===== src/rtl/prio_decoder.sv =====
// Buffered 2-to-4 priority decoder: 2-entry FIFO of {code, none} words feeding a
// registered one-hot / priority-mask output, plus a saturating "none" word counter.

module prio_decoder_lane #(
  parameter int LANE      = 0,
  parameter bit MASK_MODE = 1'b0
) (
  input  logic [1:0] code,
  input  logic       none,
  input  logic       valid,
  output logic       sel
);
  localparam logic [1:0] IDX = 2'(LANE);

  // Mask mode lights this line for any code at or above it.
  assign sel = valid && !none && (MASK_MODE ? (code >= IDX) : (code == IDX));
endmodule

module prio_decoder #(
  parameter bit MASK_MODE = 1'b0,
  parameter int CNT_W     = 8
) (
  input  logic             clk,
  input  logic             rst_n,
  input  logic             in_valid,
  output logic             in_ready,
  input  logic [1:0]       in_code,
  input  logic             in_none,
  output logic             out_valid,
  input  logic             out_ready,
  output logic [3:0]       y,
  output logic             out_none,
  output logic [CNT_W-1:0] none_cnt
);
  typedef struct packed {
    logic [1:0] code;
    logic       none;
  } entry_t;

  entry_t [1:0] mem;
  logic         wr_ptr, rd_ptr, rd_ptr_nxt;
  logic [1:0]   count, count_nxt;
  logic         push, pop, valid_nxt;
  entry_t       in_word, head_nxt;
  logic [3:0]   y_nxt;

  assign in_ready = (count != 2'd2);
  assign push     = in_valid && in_ready;
  assign pop      = out_valid && out_ready;
  assign in_word  = '{code: in_code, none: in_none};

  always_comb begin
    count_nxt = count;
    case ({push, pop})
      2'b10:   count_nxt = count + 2'd1;
      2'b01:   count_nxt = count - 2'd1;
      default: count_nxt = count;
    endcase
    rd_ptr_nxt = pop ? ~rd_ptr : rd_ptr;
    // The new head may be the word being written this very edge (empty FIFO, or
    // push+pop at one entry), so forward it rather than read the stale slot.
    head_nxt = mem[rd_ptr_nxt];
    if (push && (wr_ptr == rd_ptr_nxt))
      head_nxt = in_word;
    valid_nxt = (count_nxt != 2'd0);
  end

  for (genvar i = 0; i < 4; i++) begin : g_lane
    prio_decoder_lane #(.LANE(i), .MASK_MODE(MASK_MODE)) u_lane (
      .code  (head_nxt.code),
      .none  (head_nxt.none),
      .valid (valid_nxt),
      .sel   (y_nxt[i])
    );
  end

  always_ff @(posedge clk or negedge rst_n) begin
    if (!rst_n) begin
      mem       <= '0;
      wr_ptr    <= 1'b0;
      rd_ptr    <= 1'b0;
      count     <= 2'd0;
      out_valid <= 1'b0;
      y         <= 4'b0000;
      out_none  <= 1'b0;
    end else begin
      if (push) begin
        mem[wr_ptr] <= in_word;
        wr_ptr      <= ~wr_ptr;
      end
      rd_ptr    <= rd_ptr_nxt;
      count     <= count_nxt;
      out_valid <= valid_nxt;
      y         <= y_nxt;
      out_none  <= valid_nxt && head_nxt.none;
    end
  end

  always_ff @(posedge clk or negedge rst_n) begin
    if (!rst_n)
      none_cnt <= '0;
    else if (push && in_none && (none_cnt != {CNT_W{1'b1}}))
      none_cnt <= none_cnt + 1'b1;
  end
endmodule


===== config.mk =====
export PLATFORM = sky130hd
export DESIGN_NAME = prio_decoder
export DESIGN_NICKNAME = d
export VERILOG_FILES = /design/src/rtl/prio_decoder.sv
export SDC_FILE = /design/constraint.sdc
export NUM_CORES = 1
export LEC_CHECK = 0
export ABC_AREA = 1
export BUFFER_PORTS_ARGS = -buffer_cell sky130_fd_sc_hd__buf_2
export CORE_MARGIN = 3
export CORE_UTILIZATION = 25
export CTS_CLUSTER_SIZE = 24
export DETAILED_ROUTE_END_ITERATION = 12
export GPL_TIMING_DRIVEN = 0
export HOLD_SLACK_MARGIN = 0.1
export SYNTH_ARGS = -nofsm -noshare
export SYNTH_HDL_FRONTEND = slang
export SYNTH_SLANG_ARGS = --single-unit

===== constraint.sdc =====
create_clock -name clk -period 1.35 [get_ports clk]
set_input_delay 0.27 -clock clk [delete_from_list [all_inputs] [get_ports clk]]
set_output_delay 0.27 -clock clk [all_outputs]
set_load 0.01 [all_outputs]

# After elaboration in Yosys (flattened, before gate mapping)
# Index checks and enable logic that the tools add are counted.
# W data, S select, Z words.
# word_totals
latchBits	0
mem_count	0
regBits	24
word_cells	50
ram_bits	0
output_inout_bits	15
in_bits	7
mem_bits_ro	0
# classes
mux	8
bitwise_logic	2
n_reduce_logical	15
magnitude_cmp	3
n_mul	0
div	0
eq_ne	8
n_addsub	3
n_shift	0
# op_table
operator	count
$logic_and A1 B1 Y1	12
$mux W3	4
$add A8 B1 Y8 const B	1
$ne A8 B8 Y1 const B	1
$bwmux W6	1
$eq A2 B2 Y1 const B	3
$eq A2 B1 Y1 const B	2
$lt A1 B2 Y1 const B	2
$pmux W2 S2	1
$demux W3 S1	1
$add A2 B1 Y2 const B	1
$logic_not A2 Y1	1
$ne A2 B2 Y1 const B	1
$not A1 Y1	2
$reduce_bool A2 Y1	1
$sub A2 B1 Y2 const B	1
$eq A1 B1 Y1	1
$ge A1 B1 Y1 const B	1
$logic_not A1 Y1	1
$mux W1	1

# Logic depth before layout (Yosys ltp)
# Gate-level depths: netlist (run 1).
# logic_depth
word_depth	8
mapped_depth	10
mapped_depth_nobuf	10

# Modules after synthesis
# A second synthesis (run 1) with hierarchy kept.
# hier_totals
cells_unflattened	155
hier_area_um2	1236.2
# by_module_without_submodules
module	instances	area_each_um2	cells_per_inst
prio_decoder	1	1153.6	135
prio_decoder_lane (g_lane[1].u_lane ...)	2	21.3	5
prio_decoder_lane (g_lane[0].u_lane)	1	22.5	6
prio_decoder_lane (g_lane[3].u_lane)	1	17.5	4

# Least setup slack after synthesis (run 1)
# No wires, ideal clock.
# synth_path
path_kind	flip-flop to flip-flop
startpoint	register count[0]
endpoint	register y[0]
slack_ns	-0.169
arrival_time_ns	1.447
t_required_ns	1.278
period_less_slack_ns	1.519
setup_ns	0.072
stages_incl_launch_ff	11
path_cell_list	dfrtp_1 inv_2 nand2_2 nand2_4 ha_1 or2_1 nand3_1 nand2_1 nand3_1 nand3_2 nor2_1
# synth_between
elab_chain_cells	7
word_cells_on_any_way	14
# synth_rtl
element	line_no	text
from (decl)	42	logic [1:0] count, count_nxt;
from (signal assigned)	92	count <= count_nxt;
$ne A2 B2 Y1 *	47	assign in_ready = (count != 2'd2);
named net in_ready	26	output logic in_ready,
$logic_and A1 B1 Y1 *	48	assign push = in_valid && in_ready;
$eq A2 B1 Y1 / $eq A2 B2 Y1 (equally long branches)	54	case ({push, pop})
$pmux W2 S2 *	54	
$reduce_bool A2 Y1 *	65	valid_nxt = (count_nxt != 2'd0);
named net g_lane[0].u_lane.valid	10	input logic valid,
$logic_and A1 B1 Y1 * (2 in series)	16	assign sel = valid && !none && (MASK_MODE ? (code >= IDX) : (code == IDX));
named net g_lane[0].u_lane.sel	11	output logic sel
to (signal assigned)	94	y <= y_nxt;
to (decl)	31	output logic [3:0] y,
# Mark *: on every way through the listed nets, which the timed path passes. The rest lies on a longest branch.
# A chain may end at the register's enable or synchronous reset.

# Worst setup path after layout (run 1)
# layout_path
startpoint	register count[1]
endpoint	register out_none
# layout_between
elab_chain_cells	6
word_cells_on_any_way	11
# layout_rtl
element	line_no	text
$ne A2 B2 Y1	47	
$logic_and A1 B1 Y1	48	
$eq A2 B1 Y1 / $eq A2 B2 Y1 (equally long branches)	54	
$pmux W2 S2 *	54	
$reduce_bool A2 Y1 *	65	
named net g_lane[0].u_lane.valid	10	
$logic_and A1 B1 Y1 *	95	out_none <= valid_nxt && head_nxt.none;
to (signal assigned)	95	
to (decl)	32	output logic out_none,
# Marked as above.

==> qor.csv, run 1 <==
metric;value;unit
HPWL reported at the end of detailed placement;1850;um
post-synthesis xor/xnor area fraction;4.92;%
P per Cell Area;2250;nW/um^2
sequential share of the synthesized area;48.2;%
dpl cells;239;
diodes inserted;0;
die height;76.6;um
failing checks;setup timing;
largest net degree at the start of global routing;25;
Clock Sinks;24;
detailed-route DRC error count;0;
fin util;36.2;%
first-pass GRT wire length;5020;um
initial DRC count;45;
RSZ-0062 raised after global routing;true;
most common cell after layout, fill and taps aside;nand2_1;
Post-DRT Antenna Nets;0;
static leakage;0.895;nW
Slew headroom;64.6;%
via count;1099;
Max IR drop VDD;0.831;mV
Setup crit start kind;flip-flop;
ratio of cells with drive above 1 in the final layout;40.1;%
Setup WS post-layout;-0.177;ns
clock-pin slew on the worst setup and hold paths;0.09;ns
first-pass detailed-route iteration total;5;
Post-Syn Nets;160;
starting density of the core;26.0;%
Crit Path Category;reg2reg;
Cell Area, Synth;1250;sq um
core box area;4790;sq um
io pins;22;
routed len/inst;10.2;um
Fin Setup TNS;-0.985;ns
fin. max-slew vios;0;
synthesis-stage register bit count;24;
critical path peak fanout;3;
synth warn;0;
mux contribution to synthesized area;0;%
Overflow after GRT;0;
Post-Layout Cell Count;259;
status;complete, but fails checks;
width of the chip;76.6;um
Cell variety after synth;23;
CP required;1.51;ns
vias in the first global route;1158;
hold slack;0.325;ns
maximum root-to-sink buffer count;2;
simple-gate share of the synthesized area;33.9;%
actual slew at the worst max-slew pin;0.530;ns
antenna violations before repair;0;
Area growth syn-to-layout;39.0;%
Period minus WS final;1.53;ns
clock skew;0.00182;ns
Post-Syn Instances;151;
clock latency on the worst-skew pair;0.27;ns
R2R Setup Slk;-0.18;ns
max-cap violations;0;
Fin. Hold Viols;0;
TritonCTS clock tree;built;
Rows;25;
root buf cell;clkbuf_8;
HP Class;in2reg;
leading cell types in the layout, fill and taps excluded;nand2_1, dfrtp_1, buf_2, inv_1;
pre-CTS setup slack;-0.180;ns
final-report setup violation count;8;
Tot GR Track Use;10.4;%
average size of a mapped cell;8.25;sq um
adder-cell share of the synthesized area;2.01;%
launching point of the worst reg2reg path;count[1];
RePlAce Congestion;0.782;
Final nets;202;
Fmax;0.655;GHz
IO buf count;21;
largest family of logic cells by synthesized area;simple AND/OR/NAND/NOR gates;
min-delay src;in_code[0];
CTS buffer count;3;
CP Capture Type;flip-flop;
compound-cell area share of the yosys netlist;5.12;%
Die ar.;5870;sq um
Routed WL;2640;um
critical path arrival;1.69;ns
CP startpoint;count[1];
Tcrit/Tclk final;113;%
H-tree depth;1;
Avg Vias per Cell;4.24;
-- synthesized netlist by cell type --
master / n / area (sq um)
nor2_4: 2 / 22.5
clkinv_2: 1 / 5.00
dfrtp_1: 24 / 601
inv_1: 17 / 63.8
nand2_2: 5 / 31.3
o21ai_0: 6 / 30.0
nand3_2: 1 / 10.0
nand2_4: 1 / 11.3
nand3_1: 12 / 60.1
o21ai_1: 2 / 10.0
nor2_1: 8 / 30.0
xor2_1: 6 / 52.6
nor2_2: 1 / 6.26
nand3_4: 1 / 17.5
inv_2: 1 / 3.75
a21boi_0: 1 / 7.51
nand2_1: 52 / 195
ha_1: 2 / 25.0
or2_1: 1 / 6.26
nand3b_1: 1 / 7.51
xnor2_1: 1 / 8.76
nand4_1: 4 / 25.0
o21ai_4: 1 / 16.3
-- metrics by stage --
step | cell area, sq um | power [W]
detailed placement | 1460 | 0.00289
floorplan | 1270 | 0.00243
global route | 1730 | 0.00431
global placement | 1460 | 0.00285
finish | 1730 | 0.00390
CTS | 1660 | 0.00372
-- kinds of logic (layout without fill, tap and decap cells) --
| kind of cell | count (synthesis) | after routing |
|---|---|---|
| AO/OA/AOI/OAI | 10 | 10 |
| AND/OR/NAND/NOR | 89 | 89 |
| adder cells (fa/ha/maj) | 2 | 2 |
| XOR/XNOR | 7 | 7 |
| flip-flops | 24 | 24 |
| buffers and inverters | 19 | 60 |
-- power breakdown --
part	internal [W]	leakage [nW]	switching (W)
Clock	0.000261	0.0288	0.000233
Sequential	0.00102	0.304	0.000214
Combinational	0.000933	0.562	0.00125
Total	0.00221	0.895	0.00169
-- cell type report --
| class | count | area [sq um] |
|---|---|---|
| flip-flops and latches | 24 | 601 |
| clock buffers | 4 | 55.1 |
| fillers | 511 | 3050 |
| well taps | 67 | 83.8 |
| multi-input cells | 108 | 678 |
| repair buffers | 37 | 239 |
| inverters | 19 | 75.1 |
-- worst paths after layout --
kind | endpoint | depth (start not counted)
worst max-delay path | out_none | 7
worst min-delay path | mem[1] | 3
worst max register to register | out_none | 7
worst min register to register | mem[0] | 2
max in group asynchronous | mem[2] | 2
min in group asynchronous | none_cnt[7] | 2
-- registers in the layout (all words and copies together), names as in the netlist --
register,flops
wr_ptr,1
out_none,1
y,4
rd_ptr,1
mem,6
none_cnt,8
count,2
out_valid,1
-- worst max-delay path, stage by stage (launching register included) --
cell	delay (ns)
dfrtp_1	0.41
nand2_4	0.10
nand2_8	0.05
ha_4	0.15
or2_4	0.23
nand4_1	0.17
nand3_4	0.12
a21boi_2	0.17
-- layer usage --
| metal | vias up | part of all wire (%) | GRT usage [%] | wire [um] |
|---|---|---|---|---|
| met5 | - | 0 | 0 | 0 |
| met4 | 0 | 1.6 | 3.99 | 42 |
| met3 | 5 | 3.6 | 2.01 | 95 |
| met2 | 18 | 50 | 18.7 | 1320 |
| met1 | 527 | 45 | 12.2 | 1190 |
| li1 | 549 | - | - | - |
-- timing repair --
item	4_1_cts	5_1_grt
hold buffers	1	0
setup endpoints to repair	14	20
pin swaps	10	12
buffers inserted	14	3
endpoints found under the hold margin	24	0
gates cloned	0	0
gates resized for setup	7	20
No activity file was read; power rests on OpenSTA's default activity.
==> run 2, diff against run 1 <==
Clock period 1.35 ns to 1.25 ns, I/O delays scaled along.
==> qor.csv, run 2 (synthesis results as in run 1) <==
metric;value;unit
status;complete, but fails checks;
failing checks;setup timing;
Tot Pwr;0.00446;W
diodes inserted;0;
Routed WL;2710;um
pre-CTS setup slack;-0.292;ns
area of the multi-input gates;694;sq um
TritonCTS clock tree;built;
ratio of cells with drive above 1 in the final layout;41.1;%
cells on worst reg2reg path;8;
most flop-heavy register;none_cnt;
vias in the first global route;1065;
first-pass GRT wire length;4740;um
static leakage;0.911;nW
Clock Sinks;24;
CTS buffer count;3;
Rows;25;
Post-DRT Antenna Nets;0;
most used cell, CP;nand3_4;
critical path peak fanout;4;
via count;1047;
Tot GR Track Use;9.78;%
internal power;0.00257;W
clock-pin slew on the worst setup and hold paths;0.09;ns
largest registers;none_cnt (8), mem (6), y (4);
Reg power frac;30.8;%
first-pass detailed-route iteration total;4;
HPWL reported at the end of detailed placement;1790;um
initial DRC count;39;
maximum root-to-sink buffer count;2;
max FFs per register;8;
hold slack;0.285;ns
P per Cell Area;2510;nW/um^2
clock skew;0.00587;ns
Final nets;200;
HP Class;in2reg;
Area growth syn-to-layout;42.4;%
fill cell count;484;
final-report setup violation count;20;
combinational fraction of design power;53.8;%
Fin Setup TNS;-2.94;ns
P_sw;0.00189;W
critical path arrival;1.70;ns
actual slew at the worst max-slew pin;0.569;ns
fin. max-slew vios;0;
routed len/inst;10.5;um
Die ar.;5870;sq um
Avg Vias per Cell;4.07;
starting density of the core;26.0;%
largest net degree at the start of global routing;25;
cell depth of the worst hold path;3;
die height;76.6;um
leading cell types in the layout, fill and taps excluded;nand2_1, dfrtp_1, buf_2, inv_1;
Setup WS post-layout;-0.281;ns
width of the chip;76.6;um
Slew headroom;62.0;%
antenna violations before repair;0;
CP required;1.42;ns
root buf cell;clkbuf_8;
Fmax;0.653;GHz
clock latency on the worst-skew pair;0.27;ns
Tcrit/Tclk final;122;%
Period minus WS final;1.53;ns
RePlAce Congestion;0.754;
most common cell after layout, fill and taps aside;nand2_1;
Crit Path Category;reg2reg;
max-cap violations;0;
Overflow after GRT;0;
detailed-route DRC error count;0;
CP peak stage delay;0.43;ns
CP max-delay cell;dfrtp_1;
Setup crit start kind;flip-flop;
Clock power frac;15.4;%
sw frac;42.3;%
Max IR drop VDD;1.16;mV
RSZ-0062 raised after global routing;true;
dpl cells;239;
flip-flop and latch area;602;sq um
IO buf count;21;
io pins;22;
critical path, cell by cell;nand2_4, nand2_8, ha_4, or2_4, nand4_1, nand3_4, nand3_4, nor2_2;
Post-Layout Cell Count;257;
Fin. Hold Viols;0;
CP Capture Type;flip-flop;
core box area;4790;sq um
H-tree depth;1;
-- run 2: cell count changes in the layout (fill, tap and decap cells not counted), moves of 2 or more --
cell	previous run	this run
nor2_1	4	1
nand2_4	1	3
nor2_4	2	4
nand2_2	12	10
buf_4	12	10
-- run 2: power groups by stage --
stage,Combinational [W],Clock (W),Sequential (W)
after floorplan,0.00122,0,0.00141
after global placement,0.00172,0,0.00137
after detailed placement,0.00174,0,0.00137
after CTS,0.00211,0.000701,0.00136
after global routing,0.00272,0.000740,0.00142
final,0.00240,0.000688,0.00137
-- run 2: repair_timing --
item                                    CTS  global route
pin swaps                                 5            14
resized for setup                        16            20
hold buffers                              1             0
setup buffers                             9             5
hold endpoints to repair                 24             0
endpoints found under the setup margin   19            23
-- run 2: worst max-delay path, delay by kind of cell (launching register included) --
family	cells	cell delay [ns]
AND/OR/NAND/NOR	7	0.85
flip-flops	1	0.43
adder cells (fa/ha/maj)	1	0.15
-- run 2: cell type report --
| class | instances | area share, % |
|---|---|---|
| timing repair buffer | 35 | 13.5 |
| clock buffer | 3 | 2.33 |
| inverter | 19 | 4.72 |
| tap | 67 | 4.72 |
| sequential | 24 | 33.9 |
| multi-input combinational | 108 | 39.1 |
| clock inverter | 1 | 1.69 |
-- run 2: worst paths after layout --
path	start	endpoint	slack [ns]
worst max-delay path	count[1]	y[3]	-0.28
worst min-delay path	in_code[1]	mem[2]	0.29
worst max register to register	count[1]	y[3]	-0.28
worst min register to register	mem[3]	mem[3]	0.49
max in group asynchronous	rst_n	count[0]	0.33
min in group asynchronous	rst_n	none_cnt[6]	0.50
-- run 2: layer usage --
layer	track usage, %	part of all wire (%)	routed length [um]
met3	1.89	3.5	94
met1	12.3	47	1280
met4	3.26	0.30	8
met5	0	0	0
met2	16.8	49	1320
-- run 2: per-stage QoR --
step / utilization, % / area [sq um]
after detailed placement: 30.6 / 1460
after floorplan: - / 1270
after CTS: 35.3 / 1690
after global routing: 37.1 / 1770
final: 37.1 / 1770
after global placement: 30.6 / 1460
==> run 3, diff against run 2 <==
Settings changed: REMOVE_ABC_BUFFERS from default to 1.
==> qor.csv, run 3 (synthesis results as in run 1) <==
metric;value;unit
actual slew at the worst max-slew pin;0.550;ns
H-tree depth;1;
status;complete, but fails checks;
Tot GR Track Use;10.0;%
CP peak stage delay;0.39;ns
TritonCTS clock tree;built;
largest net degree at the start of global routing;25;
HPWL reported at the end of detailed placement;1850;um
failing checks;setup timing;
top sig layer;met4;
Reg power frac;30.5;%
cells on worst reg2reg path;8;
Die ar.;5870;sq um
Setup WS post-layout;-0.240;ns
ratio of cells with drive above 1 in the final layout;42.9;%
detailed-route DRC error count;0;
cell depth of the worst hold path;3;
critical path, cell by cell;nand2_2, nand2_4, ha_4, or2_4, nand4_1, nand3_4, nand3_4, nor2_2;
IO buf count;21;
core box area;4790;sq um
most common cell after layout, fill and taps aside;nand2_1;
critical path peak fanout;4;
maximum root-to-sink buffer count;2;
starting density of the core;26.0;%
RePlAce Congestion;0.763;
RSZ-0062 raised after global routing;true;
pre-CTS setup slack;-0.413;ns
dpl cells;239;
internal power;0.00250;W
first-pass detailed-route iteration total;3;
antenna violations before repair;0;
Clock power frac;12.0;%
Crit Path Category;reg2reg;
CP required;1.41;ns
largest registers;none_cnt (8), mem (6), y (4);
Setup crit start kind;flip-flop;
sw frac;42.9;%
diodes inserted;0;
die height;76.6;um
HP Class;in2reg;
static leakage;0.927;nW
max FFs per register;8;
Avg Vias per Cell;4.11;
launching point of the worst reg2reg path;count[1];
R2R Setup Slk;-0.24;ns
CP bufs+invs;0;
Period minus WS final;1.49;ns
Fmax;0.671;GHz
Clock Sinks;24;
Tcrit/Tclk final;119;%
met3 wire len;108;um
clock-pin slew on the worst setup and hold paths;0.08;ns
P_sw;0.00188;W
fin. max-slew vios;0;
CP max-delay cell;dfrtp_1;
root buf cell;clkbuf_8;
final-report setup violation count;16;
Top Family by Delay on Critical Path;simple AND/OR/NAND/NOR gates;
vias in the first global route;1117;
first-pass GRT wire length;4800;um
Routed WL;2720;um
leading cell types in the layout, fill and taps excluded;nand2_1, dfrtp_1, buf_2, inv_1, buf_4;
combinational fraction of design power;57.6;%
via count;1082;
min-delay src;in_code[1];
Fin Setup TNS;-2.71;ns
Area growth syn-to-layout;43.8;%
io pins;22;
WHS Endpoint;mem[5];
initial DRC count;48;
Post-Layout Cell Count;263;
width of the chip;76.6;um
Final nets;206;
Max IR drop VDD;1.12;mV
P per Cell Area;2450;nW/um^2
metal1 wirelength;1240;um
clock skew;0.00277;ns
max-cap violations;0;
critical path arrival;1.65;ns
reg-to-reg endpoint;y[1];
CTS buffer count;3;
most used cell, CP;nand3_4;
Post-DRT Antenna Nets;0;
fill cell count;487;
Rows;25;
most flop-heavy register;none_cnt;
met2 wire len;1360;um
hold slack;0.300;ns
Overflow after GRT;0;
Fin. Hold Viols;0;
CP Capture Type;flip-flop;
Slew headroom;63.3;%
routed len/inst;10.3;um
clock latency on the worst-skew pair;0.26;ns
-- run 3: cell types whose count changed in the layout (fill, tap and decap cells not counted), sizes merged --
cell	before	now
buf	34	40
bufinv	1	0
clkbuf	3	4
-- run 3: routing by layer --
layer / vias up / global-route usage, %
li1: 559 / -
met1: 507 / 11.5
met2: 14 / 18.4
met3: 2 / 1.65
met4: 0 / 3.80
met5: - / 0
-- run 3: worst max path at each step --
stage	start	to	slack (ns)	cells after the start
floorplan	count[0]	y[0]	-0.27	10
global placement	count[0]	y[1]	-0.38	10
detailed placement	count[0]	y[1]	-0.41	10
CTS	count[0]	y[1]	-0.20	10
global route	none_cnt[0]	none_cnt[5]	-0.29	9
finish	count[1]	y[1]	-0.24	8
-- run 3: repair_timing --
action	in CTS	in global routing
setup endpoints to repair	17	23
pin swaps	15	12
buffers inserted	16	5
hold buffers	1	0
gates resized for setup	20	25
endpoints found under the hold margin	24	0
-- run 3: worst register-to-register path, delay by kind of cell, from the launching register on --
kind / cells / cell delay (ns)
AND/OR/NAND/NOR: 7 / 0.84
flip-flops: 1 / 0.39
adder cells (fa/ha/maj): 1 / 0.16
-- run 3: through the flow --
step	instance area, sq um	power (W)	utilization [%]
CTS	1690	0.00404	35.3
global route	1790	0.00480	37.4
floorplan	1250	0.00255	-
global placement	1440	0.00301	30.0
detailed placement	1440	0.00304	30.0
finish	1790	0.00439	37.4
-- run 3: power groups by stage --
stage	Clock, W	Sequential, W	Combinational, W
floorplan	0	0.00140	0.00115
global placement	0	0.00137	0.00164
detailed placement	0	0.00137	0.00167
CTS	0.000553	0.00133	0.00216
global route	0.000587	0.00139	0.00283
finish	0.000525	0.00134	0.00252
-- run 3: final cells by class --
class                   instances  area, sq um  area share (%)
multi-input cells             108          683            38.1
flip-flops and latches         24          601            33.5
repair buffers                 41          290            16.2
well taps                      67         83.8            4.68
inverters                      19         78.8            4.40
clock buffers                   4         55.1            3.07
